$ cat config.mk
export PLATFORM = sky130hd
export DESIGN_NAME = matsub_4x4_sched
export DESIGN_NICKNAME = d
export VERILOG_FILES = /design/src/rtl/matsub_4x4_sched.sv
export SDC_FILE = /design/constraint.sdc
export NUM_CORES = 1
export LEC_CHECK = 0
export BUFFER_PORTS_ARGS = -buffer_cell sky130_fd_sc_hd__buf_2
export CAP_MARGIN = 0
export CORE_ASPECT_RATIO = 1.75
export CORE_MARGIN = 8
export CORE_UTILIZATION = 40
export DETAILED_ROUTE_END_ITERATION = 8
export GPL_TIMING_DRIVEN = 0
export SYNTH_ARGS = -nofsm -noshare
export SYNTH_HDL_FRONTEND = slang
export SYNTH_SLANG_ARGS = --single-unit
$ cat constraint.sdc
create_clock -name clk -period 2.75 [get_ports clk]
set_input_delay 0.4125 -clock clk [delete_from_list [all_inputs] [get_ports clk]]
set_output_delay 0.4125 -clock clk [all_outputs]
set_load 0.01 [all_outputs]
$ cat src/rtl/matsub_4x4_sched.sv
// matsub_4x4_sched: signed 4x4 matrix subtraction C = A - B, time-multiplexed over one 2x2 subtractor tile
//   clk, rst_n (async, active-low)
//   in_valid/in_ready   : operand handshake, A/B captured on accept (in_ready only in IDLE)
//   out_valid/out_ready : result handshake, C held in DONE until accepted
//   A, B, C             : 4x4 matrices of BIT_PREC-bit two's-complement elements, indexed [row][col]
//   busy                : not IDLE; tile_idx : tile being written during RUN, 0 otherwise
module matsub_4x4_sched #(
  parameter int BIT_PREC = 8
) (
  input  logic                               clk,
  input  logic                               rst_n,
  input  logic                               in_valid,
  output logic                               in_ready,
  input  logic [3:0][3:0][BIT_PREC-1:0]      A,
  input  logic [3:0][3:0][BIT_PREC-1:0]      B,
  output logic                               out_valid,
  input  logic                               out_ready,
  output logic [3:0][3:0][BIT_PREC-1:0]      C,
  output logic                               busy,
  output logic [1:0]                         tile_idx
);
  typedef enum logic [1:0] {IDLE, RUN, DONE} state_e;
  state_e state_q, state_d;
  logic [1:0] cnt_q, cnt_d;
  logic [3:0][3:0][BIT_PREC-1:0] a_q, a_d, b_q, b_d, c_q, c_d;
  logic [1:0][1:0][BIT_PREC-1:0] ta, tb, td;
  // counter bit 1 selects the row half, bit 0 the column half
  always_comb begin
    ta = '0;
    tb = '0;
    for (int i = 0; i < 2; i++)
      for (int j = 0; j < 2; j++) begin
        ta[i][j] = a_q[{cnt_q[1], 1'(i)}][{cnt_q[0], 1'(j)}];
        tb[i][j] = b_q[{cnt_q[1], 1'(i)}][{cnt_q[0], 1'(j)}];
      end
  end
  matsub_2x2 #(.W(BIT_PREC)) u_sub (.a_i(ta), .b_i(tb), .c_o(td));
  always_comb begin
    state_d = state_q;
    cnt_d   = cnt_q;
    a_d     = a_q;
    b_d     = b_q;
    c_d     = c_q;
    case (state_q)
      IDLE: if (in_valid) begin
        state_d = RUN;
        cnt_d   = 2'd0;
        a_d     = A;
        b_d     = B;
      end
      RUN: begin
        for (int i = 0; i < 2; i++)
          for (int j = 0; j < 2; j++)
            c_d[{cnt_q[1], 1'(i)}][{cnt_q[0], 1'(j)}] = td[i][j];
        cnt_d   = cnt_q + 2'd1;
        state_d = cnt_q == 2'd3 ? DONE : RUN;
      end
      DONE: state_d = out_ready ? IDLE : DONE;
      default: state_d = IDLE;
    endcase
  end
  always_ff @(posedge clk or negedge rst_n)
    if (!rst_n) begin
      state_q <= IDLE;
      cnt_q   <= '0;
      a_q     <= '0;
      b_q     <= '0;
      c_q     <= '0;
    end else begin
      state_q <= state_d;
      cnt_q   <= cnt_d;
      a_q     <= a_d;
      b_q     <= b_d;
      c_q     <= c_d;
    end
  assign in_ready  = state_q == IDLE;
  assign busy      = state_q != IDLE;
  assign out_valid = state_q == DONE;
  assign tile_idx  = state_q == RUN ? cnt_q : 2'd0;
  assign C         = c_q;
endmodule

// matsub_2x2: combinational 2x2 element-wise wrap-around subtraction c_o = a_i - b_i
//   a_i, b_i, c_o : 2x2 matrices of W-bit elements, indexed [row][col]
module matsub_2x2 #(
  parameter int W = 8
) (
  input  logic [1:0][1:0][W-1:0] a_i,
  input  logic [1:0][1:0][W-1:0] b_i,
  output logic [1:0][1:0][W-1:0] c_o
);
  for (genvar i = 0; i < 2; i++) begin : g_r
    for (genvar j = 0; j < 2; j++) begin : g_c
      assign c_o[i][j] = a_i[i][j] - b_i[i][j];
    end
  end
endmodule
==> results of run 1 <==
-- flip-flops by register name (all words and copies together) (netlist names) --
register,cells
C,128
b_q,128
a_q,128
cnt_q,2
state_q,2
-- cells by family (layout without fill, tap and decap cells) --
| logic type | after synthesis | in the layout | synth area share (%) |
|---|---|---|---|
| buffers and inverters | 140 | 658 | 3.88 |
| multiplexers | 56 | 56 | 7.34 |
| AO/OA/AOI/OAI | 177 | 177 | 6.56 |
| AND/OR/NAND/NOR | 1027 | 1027 | 22.6 |
| adder cells (fa/ha/maj) | 37 | 37 | 2.80 |
| flip-flops | 388 | 388 | 55.1 |
| XOR/XNOR | 36 | 36 | 1.79 |
-- metrics by stage --
stage	hold slack (ns)	instance area, um^2	setup TNS [ns]	cells	util, %
2_1_floorplan	0.117	17700	-0.0543	1861	-
3_5_place_dp	0.410	20400	-51.62	2828	46.5
5_1_grt	0.0678	23100	-13.77	2951	52.5
6_report	0.0698	23100	-7.52	2951	52.5
4_1_cts	0.0508	22700	-5.40	2928	51.6
3_3_place_gp	0.450	20300	-2448.67	2825	46.3
-- worst min-delay path by stage --
stage	slack, ns	to	from
finish	0.07	b_q[70]	B[70]
global route	0.07	b_q[84]	B[84]
CTS	0.05	b_q[84]	B[84]
detailed placement	0.41	C[124]	rst_n
global placement	0.45	b_q[62]	b_q[62]
floorplan	0.12	C[0]	rst_n
-- cell usage after synthesis, types with 6 or more instances --
library cell | count | area [um^2]
a21o_1 | 15 | 113
a21oi_2 | 7 | 61.3
buf_2 | 39 | 195
buf_4 | 8 | 60.1
buf_6 | 7 | 78.8
clkbuf_1 | 48 | 180
dfrtp_1 | 388 | 9710
ha_1 | 33 | 413
inv_1 | 35 | 131
mux4_1 | 9 | 236
mux4_2 | 47 | 1060
nand2_1 | 969 | 3640
nand2b_1 | 10 | 62.6
nand3_1 | 17 | 85.1
nor2_1 | 6 | 22.5
nor2b_1 | 9 | 56.3
o211a_1 | 16 | 160
o211ai_1 | 17 | 128
o21ai_0 | 84 | 420
o21ai_1 | 17 | 85.1
xnor2_1 | 23 | 201
xor2_1 | 13 | 114
-- cell type report --
class	count	area [um^2]
plain buffers	103	624
inverters	36	145
clock inverters	11	98.8
clock buffers	53	1090
repair buffers	455	2640
well taps	572	716
fillers	4163	20800
flip-flops and latches	388	9710
multi-input cells	1333	8050
-- routing by layer --
layer | GRT usage [%] | share of wire [%] | vias up
met2 | 45.7 | 53 | 531
met1 | 26.6 | 36 | 7406
met5 | 0 | 0 | -
met4 | 12.3 | 5.5 | 0
li1 | - | - | 6969
met3 | 4.02 | 5.0 | 152
-- repair_timing --
action                                 CTS  global route
hold buffers                             1             0
resized for setup                      149            65
endpoints found under the hold margin   70             0
buffers inserted                        30            29
cloned                                   5             0
pin swaps                               60            59
setup endpoints to repair              106            78
-- critical path: stages (launching register included) --
cell and delay (ns):
dfrtp_1 0.41, buf_12 0.16, buf_16 0.14, buf_4 0.16, buf_12 0.12, buf_16 0.13, buf_4 0.13, mux4_2 0.35
inv_4 0.05, ha_4 0.16, a21o_1 0.18, a31o_4 0.25, a21oi_4 0.25, xnor2_2 0.19, o21ai_1 0.11
==> reports/metrics.csv, run 1 <==
stage;metric;value;unit
worst_setup_path;cp-endpoint;C[31];
cells_and_area;nets;2651;
detailed_routing;wl_per_cell;21.9;um
worst_setup_path;reg2reg_to;C[31];
timing;slew_headroom;45.3;%
floorplan;start_util;40.2;%
timing;slew_violations;0;
worst_setup_path;reg2reg_slack;-0.21;ns
floorplan;coreArea;43900;um^2
timing;layout_min_cycle_time;2.96;ns
hold_path;hold_class;primary input to flip-flop;
detailed_routing;drtPass1Iterations;5;
clocking;clockBufferDepth;3;
grt;grt_first_pass_wirelength;95.8;mm
clocking;clk_pin_slew;0.07;ns
grt;overflow;0;
floorplan;io_pins;393;
run;cap_violations;0;
worst_setup_path;criticalPathCategory;flip-flop to flip-flop;
cells_and_area;final_cell_mix;nand2_1, buf_2, dfrtp_1, o21ai_0, mux4_2;
timing;hold_viol;0;
clocking;h-tree-depth;2;
timing;fin_crit_sh;108;%
place;place_ws;-0.896;ns
floorplan;dieArea;51300;um^2
yosys;async_reset_ff_share;100;%
hold_path;whs_path_depth;3;
grt;first_global_vias;16100;
cells_and_area;n_antenna_cell;0;
grt;grt_max_degree;123;
yosys;yosys_warnings;0;
worst_setup_path;worstPathArrival;3.34;ns
detailed_routing;vias;15100;
worst_setup_path;startpoint_type;flip-flop;
worst_setup_path;r2r_cells;14;
floorplan;die_x;175;um
yosys;synth_edf_count;0;
detailed_routing;vias_per_cell;5.10;
worst_setup_path;worstReg2RegStart;cnt_q[1];
timing;fin_worst_skew;0.0165;ns
yosys;synth-seq-area-share;55.1;%
detailed_routing;wl;64.5;mm
cells_and_area;area.growth.synth_to_final;30.8;%
clocking;cts_buffers;37;
yosys;synthCells;1861;
yosys;netlist_area;17600;um^2
yosys;synth_seq_cells;388;
timing;max_freq;338;MHz
detailed_routing;drt_iter0_drc;849;
yosys;avgSynthCellArea;9.48;um^2
outcome;violations;negative setup slack;
clocking;cts_root_buffer;clkbuf_16;
timing;setup_viol;63;
place;io_buffer_count;392;
grt;gr-usage-all-layers;24.6;%
timing;rsz0062_at_grt;yes;
yosys;synth_flop_cell;dfrtp_1;
floorplan;die_h;294;um
timing;layout_setup_ws;-0.209;ns
yosys;synth_fp_nets;2158;
grt;antenna_found_initial;0;
clocking;cts_num_sinks;388;
worst_setup_path;critPathMaxFanout;5;
worst_setup_path;cp-end-kind;flip-flop;
place;post-dp-hpwl;49.6;mm
detailed_routing;drc;0;
timing;tightest_slew;0.820;ns
place;gp_congestion;0.866;
outcome;run_status;complete, but fails checks;
detailed_routing;ant_nets;0;
yosys;synth_cell_types;39;
clocking;cts_tree;yes;
floorplan;rows;102;
clocking;clk-insertion-delay-late;0.53;ns
worst_setup_path;worstPathRequired;3.13;ns
cells_and_area;drive_gt1_share;31.2;%
worst_setup_path;cp-startpoint;cnt_q[1];
cells_and_area;layout_commonest_cell;nand2_1;
Power of run 1 is not shown: default switching activity piles up to over one toggle a cycle in this logic, so the estimate is an artifact.
==> run 2, diff against run 1 <==
--- a/config.mk
+++ b/config.mk
@@ -5,6 +5,7 @@
 export SDC_FILE = /design/constraint.sdc
 export NUM_CORES = 1
 export LEC_CHECK = 0
+export ABC_AREA = 1
 export BUFFER_PORTS_ARGS = -buffer_cell sky130_fd_sc_hd__buf_2
 export CAP_MARGIN = 0
 export CORE_ASPECT_RATIO = 1.75
==> run 2 against run 1 <==
  * The run now ends clean
  * Via count grew 9.8%
  * Cell area shrank 2.4%
  * First-iteration DRC count grew 85%
  * Flip-flop and latch count is the same
  * Fmax grew 11%
  * Utilization shrank 1.4 points
  * Non-clock buffer count shrank 30
  * Critical path depth shrank 2
  * Register-to-register slack gained 0.29 ns
  * Critical endpoint is now C[127]
  * Largest cell class unchanged
  * Highest routed layer unchanged
==> reports/metrics.csv, run 2 <==
stage;metric;value;unit
grt;gr-usage-all-layers;26.6;%
worst_setup_path;critical-path-top-delay-family;compound AO/OA/AOI/OAI gates;
worst_setup_path;path_cells;buf_6, clkinv_8, buf_12, buf_2, a32o_2, ha_1, a21oi_1, nand2_2, a21oi_2, nand3_1, nand3_1, nand2_1;
yosys;synthMuxAreaShare;0;%
cells_and_area;instances_no_fill;3225;
floorplan;io_pins;393;
cells_and_area;layout_commonest_cell;nand2_1;
power;ir_drop;988;uV
clocking;h-tree-depth;2;
detailed_routing;drtPass1Iterations;7;
yosys;synth_seq_cells;388;
timing;tightest_slew;0.746;ns
yosys;synth_top_area_share;54.9;%
detailed_routing;drt_iter0_drc;1567;
floorplan;start_util;40.2;%
yosys;synth_commonest_cells;nand2_1, dfrtp_1, o21ai_0;
timing;layout_setup_ws;0.0831;ns
worst_setup_path;cp_slowest_cell;ha_1;
clocking;cts_tree;yes;
timing;slew_violations;0;
cells_and_area;multi_input_area;7390;um^2
place;gp_congestion;0.884;
cells_and_area;seq_area;9710;um^2
place;dpl.cell_count;3145;
timing;setup_viol;0;
cells_and_area;nets;2925;
place;place_ws;-0.949;ns
cells_and_area;fin_util;51.1;%
power;power_density;1650;nW/um^2
clocking;clk-insertion-delay-late;0.54;ns
cells_and_area;area.growth.synth_to_final;27.2;%
detailed_routing;drc;0;
hold_path;hold_class;primary input to flip-flop;
timing;setup_tns;0;ns
yosys;synth_top_cell_by_area;dfrtp_1;
clocking;cts_buffers;39;
yosys;avgSynthCellArea;8.13;um^2
detailed_routing;vias;16500;
floorplan;rows;102;
yosys;synth_area_leaders;dfrtp_1, nand2_1, o21ai_0;
clocking;clockBufferDepth;3;
worst_setup_path;criticalPathCategory;flip-flop to flip-flop;
yosys;synthCells;2178;
clocking;clk_pin_slew;0.07;ns
grt;grt_first_pass_wirelength;103;mm
yosys;netlist_area;17700;um^2
timing;rsz0062_at_grt;yes;
grt;antenna_found_initial;1;
worst_setup_path;cp-end-kind;flip-flop;
timing;fin_worst_skew;0.0207;ns
detailed_routing;ant_nets;0;
grt;first_global_vias;17000;
power;leakagePower;12.3;nW
clocking;cts_root_buffer;clkbuf_16;
worst_setup_path;startpoint_type;flip-flop;
yosys;synth_fp_nets;2475;
yosys;yosys_warnings;0;
yosys;synth-seq-area-share;54.9;%
timing;slew_headroom;50.2;%
cells_and_area;drive_gt1_share;24.4;%
yosys;synth_simple_gate_area_share;28.6;%
cells_and_area;fillerInstances;4306;
detailed_routing;wl_per_cell;21.7;um
run;cap_violations;0;
worst_setup_path;worstPathRequired;3.18;ns
yosys;async_reset_ff_share;100;%
detailed_routing;wl;69.9;mm
worst_setup_path;worstPathArrival;3.10;ns
grt;grt_max_degree;126;
cells_and_area;n_antenna_cell;0;
worst_setup_path;cpMostUsedCell;nand3_1;
floorplan;die_h;294;um
timing;layout_min_cycle_time;2.67;ns
worst_setup_path;max_stage_delay;0.38;ns
clocking;cts_num_sinks;388;
yosys;yosysMostFrequentCell;nand2_1;
floorplan;coreArea;44000;um^2
grt;overflow;0;
yosys;synth_top_family_by_area;simple AND/OR/NAND/NOR gates;
floorplan;dieArea;51500;um^2
yosys;synthAdderAreaFrac;2.79;%
yosys;synth_cell_types;26;
floorplan;die_x;175;um
worst_setup_path;path_buf_inv;4;
place;post-dp-hpwl;54.2;mm
yosys;synth_compound_area_share;7.92;%
timing;fin_crit_sh;97.0;%
detailed_routing;vias_per_cell;5.13;
timing;max_freq;375;MHz
yosys;synth_flop_cell;dfrtp_1;
timing;hold_viol;0;
place;io_buffer_count;392;
outcome;run_status;completed;
power;power;37.1;mW
yosys;synth_edf_count;0;
yosys;synth_xor_area_share;0.594;%
worst_setup_path;critPathMaxFanout;10;
cells_and_area;final_cell_mix;nand2_1, buf_2, dfrtp_1, o21ai_0, nor2_1;
## run 2: cell families (layout without fill, tap and decap cells)
logic type / count (synthesis) / after routing
flops: 388 / 388
xor+xnor: 12 / 12
buf+inv: 184 / 659
simple gates: 1313 / 1313
compound gates: 244 / 244
fa+ha+maj: 37 / 37
## run 2: stage by stage
stage          area (um^2)  hold WS, ns
6_report             22500       0.0512
5_1_grt              22500       0.0481
4_1_cts              22300       0.0303
3_5_place_dp         20500        0.414
3_3_place_gp         20400        0.457
2_1_floorplan        17700        0.117
## run 2: per-layer routing
metal	global-route usage, %	share of wire (%)
met1	30.0	38
met2	46.4	50
met3	4.06	5.6
met4	16.7	7.2
met5	0	0
## run 2: path summary, 6_finish.rpt
kind / startpoint / end / slack [ns] / depth (start not counted)
setup / recovery: cnt_q[0] / C[127] / 0.08 / 12
hold / removal: out_ready / state_q[1] / 0.05 / 2
setup reg to reg: cnt_q[0] / C[127] / 0.08 / 12
hold reg to reg: C[51] / C[51] / 0.48 / 2
max in group asynchronous: rst_n / C[109] / 0.79 / 4
min in group asynchronous: rst_n / b_q[83] / 0.44 / 2
## run 2: layout make-up
class / instances / share of cell area [%]
Buffer: 117 / 3.95
Clock buffer: 58 / 5.15
Clock inverter: 8 / 0.745
Inverter: 65 / 1.16
Multi-Input combinational cell: 1606 / 32.8
Sequential cell: 388 / 43.1
Tap cell: 572 / 3.18
Timing Repair Buffer: 411 / 9.83
## run 2: power breakdown
group          total, mW  internal (mW)  switching, mW
clock network       5.65           3.38           2.27
logic               21.2           7.28           14.0
registers           10.2           8.51           1.67
## run 2: timing repair
action                     CTS  global route
gates resized for setup    113            47
gates cloned                 0             2
setup endpoints to repair  112            80
setup buffers                5             8
hold buffers                 1             0
pin swaps                   12            20
hold endpoints to repair    66             0
Power figures use the tool's default switching activity.
